<file path="config.mk">
export PLATFORM = sky130hd
export DESIGN_NAME = writeback_trap
export DESIGN_NICKNAME = d
export VERILOG_FILES = /design/src/rtl/core_pkg.sv /design/src/rtl/csr_alu.sv /design/src/rtl/writeback_trap.sv
export SDC_FILE = /design/constraint.sdc
export NUM_CORES = 1
export LEC_CHECK = 0
export CAP_MARGIN = 10
export CORE_MARGIN = 8
export CORE_UTILIZATION = 40
export DETAILED_ROUTE_END_ITERATION = 16
export PLACE_DENSITY = 0.73
export SYNTH_ARGS = -nofsm -noshare
export SYNTH_HDL_FRONTEND = slang
export SYNTH_SLANG_ARGS = --single-unit
</file>
<file path="constraint.sdc">
create_clock -name clk -period 5.35 [get_ports clk]
set_input_delay 0.535 -clock clk [delete_from_list [all_inputs] [get_ports clk]]
set_output_delay 0.535 -clock clk [all_outputs]
set_load 0.02 [all_outputs]
</file>
<file path="src/rtl/core_pkg.sv">
// Shared encodings for the commit stage: CSR ops, interrupt causes, FSM states
// and the layout of the writeback stage register payload.
package core_pkg;

   localparam logic [1:0] CSR_RW = 2'd0;
   localparam logic [1:0] CSR_RS = 2'd1;
   localparam logic [1:0] CSR_RC = 2'd2;

   localparam logic [3:0] CAUSE_MSI = 4'd3;
   localparam logic [3:0] CAUSE_MTI = 4'd7;
   localparam logic [3:0] CAUSE_MEI = 4'd11;

   typedef enum logic {
      RUN   = 1'b0,
      SLEEP = 1'b1
   } wb_state_e;

   typedef struct packed {
      logic        rd_write;
      logic [4:0]  rd_address;
      logic [31:0] rd_data;
      logic        csr_write;
      logic [1:0]  csr_op;
      logic [11:0] csr_address;
      logic [31:0] csr_operand;
      logic [31:0] csr_old;
      logic        exception;
      logic [3:0]  exception_cause;
      logic        mret;
      logic        wfi;
   } wb_stage_t;

endpackage

</file>
<file path="src/rtl/csr_alu.sv">
// CSR read-modify-write data path: produces the value written back for csrrw/rs/rc.
module csr_alu
   import core_pkg::*;
(
   input  logic [1:0]  i_op,
   input  logic [31:0] i_old,
   input  logic [31:0] i_operand,
   output logic [31:0] o_data
);

   always_comb begin
      case (i_op)
         CSR_RS:  o_data = i_old | i_operand;
         CSR_RC:  o_data = i_old & ~i_operand;
         // CSR_RW and the reserved encoding both write the operand unchanged
         default: o_data = i_operand;
      endcase
   end

endmodule

</file>
<file path="src/rtl/writeback_trap.sv">
// Writeback/commit stage: registers the memory-stage instruction and commits it,
// arbitrating interrupts, exceptions, mret and WFI sleep; drives the CSR write/trap port.
module writeback_trap
   import core_pkg::*;
#(
   parameter logic [31:0] RESET_PC = 32'h0000_0000
) (
   input  logic        clk,
   input  logic        rst_n,
   input  logic        valid_in,
   input  logic [31:0] pc_in,
   input  logic        rd_write_in,
   input  logic [4:0]  rd_address_in,
   input  logic [31:0] rd_data_in,
   input  logic        csr_write_in,
   input  logic [1:0]  csr_op_in,
   input  logic [11:0] csr_address_in,
   input  logic [31:0] csr_operand_in,
   input  logic [31:0] csr_old_in,
   input  logic        exception_in,
   input  logic [3:0]  exception_cause_in,
   input  logic        mret_in,
   input  logic        wfi_in,
   input  logic        eip,
   input  logic        tip,
   input  logic        sip,
   output logic        reg_write_enable,
   output logic [4:0]  reg_write_address,
   output logic [31:0] reg_write_data,
   output logic        write_enable,
   output logic [11:0] write_address,
   output logic [31:0] write_data,
   output logic        retired,
   output logic        traped,
   output logic        mret,
   output logic [31:0] ecp,
   output logic [3:0]  trap_cause,
   output logic        interupt,
   output logic        fetch_trap,
   output logic        fetch_mret,
   output logic        flush,
   output logic        stall
);

   logic        r_valid;
   logic [31:0] r_pc;
   wb_state_e   r_state;
   wb_stage_t   r_stage;

   logic        w_irq_any;
   logic        w_take_irq;
   logic        w_load;
   logic        w_enter_sleep;
   logic [3:0]  w_irq_cause;
   logic [31:0] w_csr_data;

   assign w_irq_any   = eip | tip | sip;
   assign w_take_irq  = r_valid & w_irq_any;
   assign w_irq_cause = eip ? CAUSE_MEI : (sip ? CAUSE_MSI : CAUSE_MTI);
   // While asleep the held instruction must survive the wake cycle; only an empty stage refills.
   assign w_load      = (r_state == RUN) || !r_valid;

   csr_alu u_csr_alu (
      .i_op      (r_stage.csr_op),
      .i_old     (r_stage.csr_old),
      .i_operand (r_stage.csr_operand),
      .o_data    (w_csr_data)
   );

   always_comb begin
      // NOTE: every output gets a default first so no path through the priority chain infers a latch.
      reg_write_enable  = 1'b0;
      reg_write_address = '0;
      reg_write_data    = '0;
      write_enable      = 1'b0;
      write_address     = '0;
      write_data        = '0;
      retired           = 1'b0;
      traped            = 1'b0;
      mret              = 1'b0;
      ecp               = '0;
      trap_cause        = '0;
      interupt          = 1'b0;
      fetch_trap        = 1'b0;
      fetch_mret        = 1'b0;
      flush             = 1'b0;
      stall             = 1'b0;
      w_enter_sleep     = 1'b0;

      if (r_state == SLEEP) begin
         stall = !w_take_irq;
      end else if (r_valid) begin
         if (w_irq_any || r_stage.exception) begin
            traped     = 1'b1;
            interupt   = w_irq_any;
            trap_cause = w_irq_any ? w_irq_cause : r_stage.exception_cause;
            ecp        = r_pc;
            fetch_trap = 1'b1;
            flush      = 1'b1;
         end else if (r_stage.mret) begin
            mret       = 1'b1;
            retired    = 1'b1;
            fetch_mret = 1'b1;
            flush      = 1'b1;
         end else begin
            retired           = 1'b1;
            reg_write_enable  = r_stage.rd_write && (r_stage.rd_address != 5'd0);
            reg_write_address = r_stage.rd_address;
            reg_write_data    = r_stage.rd_data;
            write_enable      = r_stage.csr_write;
            write_address     = r_stage.csr_address;
            write_data        = w_csr_data;
            w_enter_sleep     = r_stage.wfi;
         end
      end
   end

   // NOTE: sequential state uses <= so every register samples pre-edge values.
   always_ff @(posedge clk) begin
      if (!rst_n) begin
         r_valid <= 1'b0;
         r_pc    <= RESET_PC;
         r_state <= RUN;
      end else begin
         case (r_state)
            RUN:     if (w_enter_sleep) r_state <= SLEEP;
            SLEEP:   if (w_take_irq) r_state <= RUN;
            default: r_state <= RUN;
         endcase
         if (w_load) begin
            r_valid <= valid_in && !flush;
            r_pc    <= pc_in;
         end
      end
   end

   // NOTE: the payload is only consumed while r_valid=1, so it carries no reset.
   always_ff @(posedge clk) begin
      if (w_load) begin
         r_stage <= '{
            rd_write:        rd_write_in,
            rd_address:      rd_address_in,
            rd_data:         rd_data_in,
            csr_write:       csr_write_in,
            csr_op:          csr_op_in,
            csr_address:     csr_address_in,
            csr_operand:     csr_operand_in,
            csr_old:         csr_old_in,
            exception:       exception_in,
            exception_cause: exception_cause_in,
            mret:            mret_in,
            wfi:             wfi_in
         };
      end
   end

endmodule

</file>
==> impl_metrics.ini <==
[status]
status = finished, final reports clean

[routing]
drc_errors = 0
via_per_inst = 4.78
post_drt_wl_per_cell_um = 19.0
dr.pass1.iters = 5
drt_iter0_markers = 265
num_vias = 4815
ant_nets = 0
wl_um = 19200

[timing]
tightest_slew_ns = 1.21
slew_headroom_pct = 19.2
slew_violations = 0
finalSetupViolCount = 0
fin_worst_skew_ns = 0.00859
hold_viol = 0
rsz0062_at_grt = no
fin_crit_sh_pct = 76.1
fmax_mhz = 246
fin_setup_tns_ns = 0
min_period_ns = 4.07

[floorplan]
start_util_pct = 40.7
fp.dieH_um = 143
die-area_um2 = 20400
io_pins = 289
coreArea_um2 = 15800
die_w_um = 143
core.rowCount = 46

[placed_design]
port_buffers = 288
finalWeightedCongestion = 0.827
place_inst = 976
hpwl_um = 14300

[cts]
cts_setup_buffers = 0
cts_resized = 0
holdBufCountCts = 0
cts.clk_slew.worst_paths_ns = 0.06
cts_inserted_buffers = 17
cts_tree = yes
clock-root-buffer = clkbuf_16
cts.path.max_buffers = 2
clock_latency_ns = 0.41
cts_sinks = 158
htreeDepth = 4

[final_layout]
seqCellArea_um2 = 4400
fin_cells = 1008
multiInputGateArea_um2 = 1860
area_growth_pct = 56.4
layout.nets = 943
nFillCells = 1216
layout-drive-gt1-share_pct = 8.46
diodes = 0

[critical_path]
crit_type = primary input to primary output
worstPathArrival_ns = 3.53
endpoint = write_data[30]
startpoint = tip
reg2reg_slack_ns = 3.01
cp-start-kind = primary input
timing.rr.start = r_valid
cp.required_ns = 4.82
timing.rr.end = r_stage[58]
critPathMaxFanout = 33
critPathCaptureType = primary output
reg2regPathDepth = 3

[power_and_ir_drop]
pwr-share-clk_pct = 42.2
p_int_w = 0.00226
peakVddDrop_uv = 211
power.net_switching_w = 0.000592
netSwitchingFraction_pct = 20.7
leakage_nw = 3.64
finalPower_w = 0.00286
pwr-share-comb_pct = 8.5
p_seq_share_pct = 49.3
p_per_area_nw_per_um2 = 284

[synthesis]
yosys.cell_count.top_type = edfxtp_1
synth_warnings = 0
yosys-top-cells-area = edfxtp_1, dfxtp_1, and2_1
synth_top_area_share_pct = 57.9
netlist_top_cells_count = edfxtp_1, and2_1, a21oi_1, nand2_1, dfxtp_1
synth_ff_type = edfxtp_1
ys_seq_area_share_pct = 68.4
syn_nets = 666
yosysTopAreaCell = edfxtp_1
ys_ff_latch = 158
synthesis.area_um2 = 6440
synth_edf_count = 124
netlist_instances = 502
synth.distinct_cells = 26
avgSynthCellArea_um2 = 12.8
synthArstFlopShare_pct = 0

[global_route]
grt_pass1_wl_um = 28300
antenna_found_initial = 0
grt_start_max_net_pins = 86
grt-ovfl-total = 0
track_usage_pct = 18.4
first_global_vias = 5053

[job]
maxCapViolations = 0

[worst_hold_path]
hold_path_class = register to register
-- registers in the layout (all words and copies together) (netlist names) --
signal / count
r_pc: 32
r_stage: 124
r_valid: 1
r_state: 1
-- worst max-delay path, stage by stage --
cell and delay [ns]:
clkdlybuf4s50_1 0.46, or4_4 0.60, or3_2 0.87, a211oi_1 0.38, clkdlybuf4s50_1 0.67
-- cell type report --
| type | count | share of cell area, % |
|---|---|---|
| flip-flops and latches | 158 | 43.8 |
| multi-input cells | 305 | 18.5 |
| repair buffers | 291 | 28.9 |
| inverters | 6 | 0.273 |
| clock buffers | 17 | 4.23 |
| clock inverters | 15 | 1.69 |
| well taps | 216 | 2.69 |
-- worst min-delay path by stage --
stage	startpoint	to	slack, ns	cells past startpoint
3_5_place_dp	r_pc[7]	r_pc[7]	0.44	2
3_3_place_gp	r_pc[21]	r_pc[21]	0.43	2
6_report	r_pc[4]	r_pc[4]	0.45	2
4_1_cts	r_pc[27]	r_pc[27]	0.45	2
5_1_grt	r_pc[20]	r_pc[20]	0.47	2
2_1_floorplan	r_pc[0]	r_pc[0]	0.43	2
-- through the flow --
| stage | util (%) | hold slack, ns | cell area [µm²] | setup slack [ns] |
|---|---|---|---|---|
| finish | 63.6 | 0.448 | 10100 | 1.28 |
| global route | 63.6 | 0.470 | 10100 | 1.11 |
| CTS | 63.6 | 0.450 | 10100 | 1.26 |
| detailed placement | 59.8 | 0.441 | 9470 | 1.25 |
| global placement | 59.8 | 0.434 | 9470 | 1.36 |
| floorplan | - | 0.427 | 6440 | 0.556 |
-- cell families after synthesis --
logic type | synth area share (%)
AO/OA/AOI/OAI | 11.5
adder cells (fa/ha/maj) | 0.389
buffers and inverters | 2.86
flip-flops | 68.4
AND/OR/NAND/NOR | 16.9
-- layout by cell type (no fill, tap or decap), drive strengths merged, types with 2 or more instances in the layout --
cell type and count:
bufinv 3, dfxtp 34, and2 84, or3 2, or4 2, a21oi 65
nor2 12, clkinv 8, clkdlybuf4s50 288, a211oi 32, nand2 65, clkinvlp 3
ha 2, inv 7, buf 3, clkbuf 17, edfxtp 124, nand2b 33
-- metal layers --
layer	global-route usage, %	share of wire, %	up-vias
li1	-	-	2316
met1	20.4	39	2295
met2	31.6	50	187
met3	7.05	9.6	17
met4	6.38	1.4	0
met5	0	0	-
-- power by group through the flow --
| stage | sequential (W) | clock (W) | combinational (W) |
|---|---|---|---|
| floorplan | 0.00142 | 0 | 0.0000863 |
| global placement | 0.00143 | 0 | 0.000238 |
| detailed placement | 0.00143 | 0 | 0.000244 |
| CTS | 0.00141 | 0.00123 | 0.000246 |
| global route | 0.00141 | 0.00128 | 0.000260 |
| finish | 0.00141 | 0.00120 | 0.000243 |
(Power assumes the default switching activity.)
